**src/rtl/mt_pkg.sv**
```systemverilog
// Shared definitions for the Mersenne Twister seeder.
// Holds the state-array length, the initialisation multiplier, the default seed
// and the seeder FSM state type.
// Build option: MT_SEEDER_PIPE_EN adds the StCalc state, which holds the
// registered step result for one cycle.
package mt_pkg;

  localparam int unsigned MT_N            = 624;
  localparam logic [31:0] MT_INIT_MULT    = 32'd1812433253;
  localparam logic [31:0] MT_DEFAULT_SEED = 32'd5489;

`ifdef MT_SEEDER_PIPE_EN
  typedef enum logic [1:0] {StIdle, StEmit, StCalc, StFinish} seeder_state_e;
`else
  typedef enum logic [1:0] {StIdle, StEmit, StFinish} seeder_state_e;
`endif

endpackage

```
**src/rtl/mt_seed_step.sv**
```systemverilog
// One step of the MT19937 initialisation recurrence, purely combinational.
//   x_prev : previous state word x[i-1]
//   idx    : index i of the word being produced
//   x_next : (MT_INIT_MULT * (x_prev ^ (x_prev >> 30)) + i) mod 2^32
module mt_seed_step
  import mt_pkg::*;
(
  input  logic [31:0] x_prev,
  input  logic [9:0]  idx,
  output logic [31:0] x_next
);

  logic [31:0] mixed;
  logic [31:0] product;

  always_comb begin
    mixed   = x_prev ^ (x_prev >> 30);
    // 32x32 multiply in a 32-bit context keeps only the low product bits.
    product = MT_INIT_MULT * mixed;
    x_next  = product + {22'd0, idx};
  end

endmodule

```
**src/rtl/mt_seeder.sv**
```systemverilog
// Generates the 624-word MT19937 initial state from a 32-bit seed and streams
// it to a downstream twister over a valid/ready handshake.
// Ports:
//   clk, rst      : clock, synchronous active-high reset
//   start, seed   : start a generation; seed is captured when start is accepted
//   load_ready    : downstream can take a word this cycle
//   load_value    : value/index are valid (transfer on load_value && load_ready)
//   value, index  : current state word x[index]
//   busy          : generation in progress
//   done          : one-cycle pulse after the last transfer
// Build option: MT_SEEDER_PIPE_EN registers the step result and inserts the
// StCalc state, giving at most one word every two cycles.
module mt_seeder
  import mt_pkg::*;
(
  input  logic        clk,
  input  logic        rst,
  input  logic        start,
  input  logic [31:0] seed,
  input  logic        load_ready,
  output logic        load_value,
  output logic [31:0] value,
  output logic [9:0]  index,
  output logic        busy,
  output logic        done
);

  seeder_state_e state_q, state_d;
  logic [31:0]   value_q, value_d;
  logic [9:0]    index_q, index_d;
  logic [9:0]    index_inc;
  logic [31:0]   step_next;
  logic          last_word;

  assign index_inc = index_q + 10'd1;
  assign last_word = (index_q == 10'(MT_N - 1));

  mt_seed_step u_step (
    .x_prev (value_q),
    .idx    (index_inc),
    .x_next (step_next)
  );

`ifdef MT_SEEDER_PIPE_EN
  logic [31:0] next_q;

  // Step result captured on each transfer, presented from StCalc.
  always_ff @(posedge clk) begin
    if (rst) begin
      next_q <= '0;
    end else if (state_q == StEmit && load_ready) begin
      next_q <= step_next;
    end
  end
`endif

  // State register
  always_ff @(posedge clk) begin
    if (rst) begin
      state_q <= StIdle;
      value_q <= '0;
      index_q <= '0;
    end else begin
      state_q <= state_d;
      value_q <= value_d;
      index_q <= index_d;
    end
  end

  // Next state and datapath
  always_comb begin
    state_d = state_q;
    value_d = value_q;
    index_d = index_q;
    unique case (state_q)
      StIdle: begin
        if (start) begin
          value_d = seed;
          index_d = '0;
          state_d = StEmit;
        end
      end
      StEmit: begin
        if (load_ready) begin
          if (last_word) begin
            state_d = StFinish;
          end else begin
            index_d = index_inc;
`ifdef MT_SEEDER_PIPE_EN
            state_d = StCalc;
`else
            value_d = step_next;
`endif
          end
        end
      end
`ifdef MT_SEEDER_PIPE_EN
      StCalc: begin
        value_d = next_q;
        state_d = StEmit;
      end
`endif
      StFinish: state_d = StIdle;
      default:  state_d = StIdle;
    endcase
  end

  // Outputs
  always_comb begin
    load_value = 1'b0;
    busy       = 1'b0;
    done       = 1'b0;
    unique case (state_q)
      StEmit: begin
        load_value = 1'b1;
        busy       = 1'b1;
      end
`ifdef MT_SEEDER_PIPE_EN
      StCalc: busy = 1'b1;
`endif
      StFinish: done = 1'b1;
      default: ;
    endcase
  end

  assign value = value_q;
  assign index = index_q;

endmodule

```
**config.mk**
```make
export PLATFORM = sky130hd
export DESIGN_NAME = mt_seeder
export DESIGN_NICKNAME = d
export VERILOG_FILES = /design/src/rtl/mt_pkg.sv /design/src/rtl/mt_seed_step.sv /design/src/rtl/mt_seeder.sv
export SDC_FILE = /design/constraint.sdc
export NUM_CORES = 1
export LEC_CHECK = 0
export CORE_AREA = 8 8 145 147
export DETAILED_ROUTE_END_ITERATION = 12
export DIE_AREA = 0 0 153 155
export PLACE_DENSITY_LB_ADDON = 0.05
export SYNTH_ARGS = -nofsm -noshare
export SYNTH_HDL_FRONTEND = slang
export SYNTH_SLANG_ARGS = --single-unit
export TNS_END_PERCENT = 10
```
**constraint.sdc**
```tcl
create_clock -name clk -period 6.4 [get_ports clk]
set_input_delay 0.64 -clock clk [delete_from_list [all_inputs] [get_ports clk]]
set_output_delay 0.64 -clock clk [all_outputs]
set_load 0.005 [all_outputs]
```
==> results by group <==
STA
  • Slew @ Worst Pin: 811 ps
  • Max-Slew Margin vs Limit: 0.460
  • Clock skew: 11.2 ps
  • Final Worst Setup Slack: -22.8 ps
  • Minimum clock period: 6420 ps
  • Hold Fails Final Rpt: 0
  • RSZ-0062 raised after global routing: true
  • # setup viols final: 1
  • Final Max Tran Viols: 0
  • Max Clock Freq: 156 MHz
  • Period utilization: 1.00

Global route
  • Tot GR Track Use: 0.258
  • First-pass GRT wire length: 47.1 mm
  • GRT overflow: 0
  • Vias in the first global route: 8747
  • Largest net degree at the start of global routing: 44
  • Initial antenna violation count: 0

Run
  • Max cap viols: 0

Drt
  • DRC: 0
  • Met1 Wirelength: 12.6 mm
  • Final antenna-violating net count: 0
  • Final wirelength: 29.4 mm
  • Met3 WL: 1.13 mm
  • Routed wl met2: 14.9 mm
  • Highest metal used: met4
  • Routed len/inst: 20.1 um
  • DR vias: 7927
  • DRT iter0 DRCs: 311
  • Via density: 5.41
  • DR pass1 iterations: 5

CTS
  • CTS tree: built
  • H-tree depth: 2
  • Clock slew at reported path FFs: 70 ps
  • Root Driver: clkbuf_16
  • Post-CTS setup repair buffer count: 0
  • Clk Latency, worst-skew pair: 300 ps
  • CTS Buffer Depth: 2
  • # hold bufs at CTS: 0
  • Cts bufs inserted: 5
  • Clock sinks: 44

Layout
  • Fin nets: 1654
  • Most common cell after layout, fill and taps aside: inv_1
  • ANT cells: 0
  • Share of cells above drive strength 1: 0.138
  • Utilization after layout: 0.657
  • Commonest cells after routing, fill and taps aside: inv_1 (241), ha_1 (225), fa_1 (152)
  • # fillers: 1682
  • Area grow syn2layout: 21.7%

Placed design
  • DP HPWL: 24.9 mm
  • GPL Wtd Cong: 0.952
  • PortBufs: 80

Floorplan
  • Ports: 81
  • Core ar.: 19000 um^2
  • Die Ht: 155 um
  • Num rows: 51
  • Die width: 153 um
  • Die area: 23700 um^2
  • Initial Util: 0.540

Status
  • Failing checks: negative setup slack
  • Outcome: finished with violations

Critical path
  • Data required time at the worst endpoint: 6580 ps
  • Crit-path max cell delay: 510 ps
  • Crit path max fanout: 2
  • Slowest-stage cell, CP: fa_1
  • CP Capture Type: flip-flop
  • CP Launch Type: flip-flop
  • Critical Path AT: 6600 ps
  • Setup CP Type: flip-flop to flip-flop

Synth
  • Synthesized Nets: 1492
  • Syn avg cell area: 9.61 um^2
  • Post-synth EDFFs: 0
  • Synth Warn #: 0
  • Netlist cell types: 56
  • Mapped Area: 10200 um^2
  • FFs w/ async S/R, synth: 0
  • #FFs+latches synth: 44
  • Ys flop type: dfxtp_1
  • Sequential fraction of the synthesis area: 0.0861
  • Synth Instances: 1065

Worst hold path
  • Hold WC Path Type: flip-flop to flip-flop
-- flip-flops by register name, summed over array words and instances, names as in the netlist --
name,flops
index,10
state_q,2
value,32
-- path summary, 6_finish.rpt --
kind | from | depth (start not counted) | slack [ps] | to
worst min-delay path | value[28]$_SDFFE_PP0P_ | 2 | 490 | value[28]$_SDFFE_PP0P_
worst max-delay path | value[1]$_SDFFE_PP0P_ | 25 | -20 | value[30]$_SDFFE_PP0P_
worst max register to register | value[1]$_SDFFE_PP0P_ | 25 | -20 | value[30]$_SDFFE_PP0P_
worst min register to register | value[28]$_SDFFE_PP0P_ | 2 | 490 | value[28]$_SDFFE_PP0P_
-- Yosys cell counts (2+ instances only) --
cell / number / share of area
inv_1: 244 / 0.090
ha_1: 238 / 0.29
fa_1: 153 / 0.30
nand2_1: 61 / 0.022
a21oi_1: 57 / 0.028
xnor2_1: 49 / 0.042
dfxtp_1: 44 / 0.086
nor2_1: 25 / 0.0092
o221ai_1: 24 / 0.021
clkbuf_1: 22 / 0.0081
o21ai_0: 19 / 0.0093
nand3_1: 17 / 0.0083
xor2_1: 17 / 0.015
a21o_1: 12 / 0.0088
and3_1: 6 / 0.0037
nor3_1: 6 / 0.0029
o21bai_1: 6 / 0.0044
nand2b_1: 5 / 0.0031
a211oi_1: 4 / 0.0029
a311oi_1: 4 / 0.0034
nor2b_1: 4 / 0.0024
or4_1: 4 / 0.0029
o211ai_1: 3 / 0.0022
o21a_1: 3 / 0.0022
a31oi_1: 2 / 0.0012
and2_1: 2 / 0.0012
and4_2: 2 / 0.0020
nand3b_1: 2 / 0.0015
nor4_1: 2 / 0.0012
or2_2: 2 / 0.0012
-- stage by stage --
stage	setup slack [ps]	cell area [um^2]	TNS [ps]	std cells	hold WS, ps
after global placement	-118	12100	-192	1458	493
after floorplan	47.1	10300	0	1065	467
after CTS	-91.3	12400	-163	1466	504
after global routing	-240	12500	-1210	1466	557
final	-22.8	12500	-22.8	1466	494
after detailed placement	-184	12100	-508	1458	495
-- worst max-delay path: cells and delay by family, from the launching register on --
kind	cells	cell delay [ps]
simple gates	3	1170
fa+ha+maj	9	3120
xor+xnor	2	390
buf+inv	4	180
flops	1	360
compound gates	7	1080
-- metal layers --
metal | global-route usage | vias to the layer above
li1 | - | 3788
met1 | 0.316 | 3918
met5 | 0 | -
met3 | 0.0308 | 52
met2 | 0.467 | 169
met4 | 0.0759 | 0
-- logic make-up (layout without fill, tap and decap cells) --
group | Yosys count | count (layout) | share of synthesized area
adders and majority gates | 391 | 391 | 0.591
buffers and inverters | 270 | 433 | 0.101
AOI/OAI and AO/OA | 149 | 149 | 0.0985
and+or+nand+nor | 144 | 144 | 0.0669
xor gates and xnor gates | 66 | 66 | 0.0565
DFF | 44 | 44 | 0.0861
muxes | 1 | 1 | 0.000979
-- repair_timing --
action,CTS,global route
pin swaps,16,14
gates resized for setup,14,23
setup endpoints to repair,7,14
-- cell type report --
class	instances	area (um^2)	area share
Multi-Input combinational cell	751	8600	0.690
Timing Repair Buffer	181	1560	0.125
Inverter	244	916	0.0735
Sequential cell	44	913	0.0733
Tap cell	238	298	0.0239
Clock buffer	5	125	0.0100
Clock inverter	3	42.5	0.00342
Power is not shown: default switching activity piles up to over one toggle a cycle in this logic, so the estimate is an artifact.
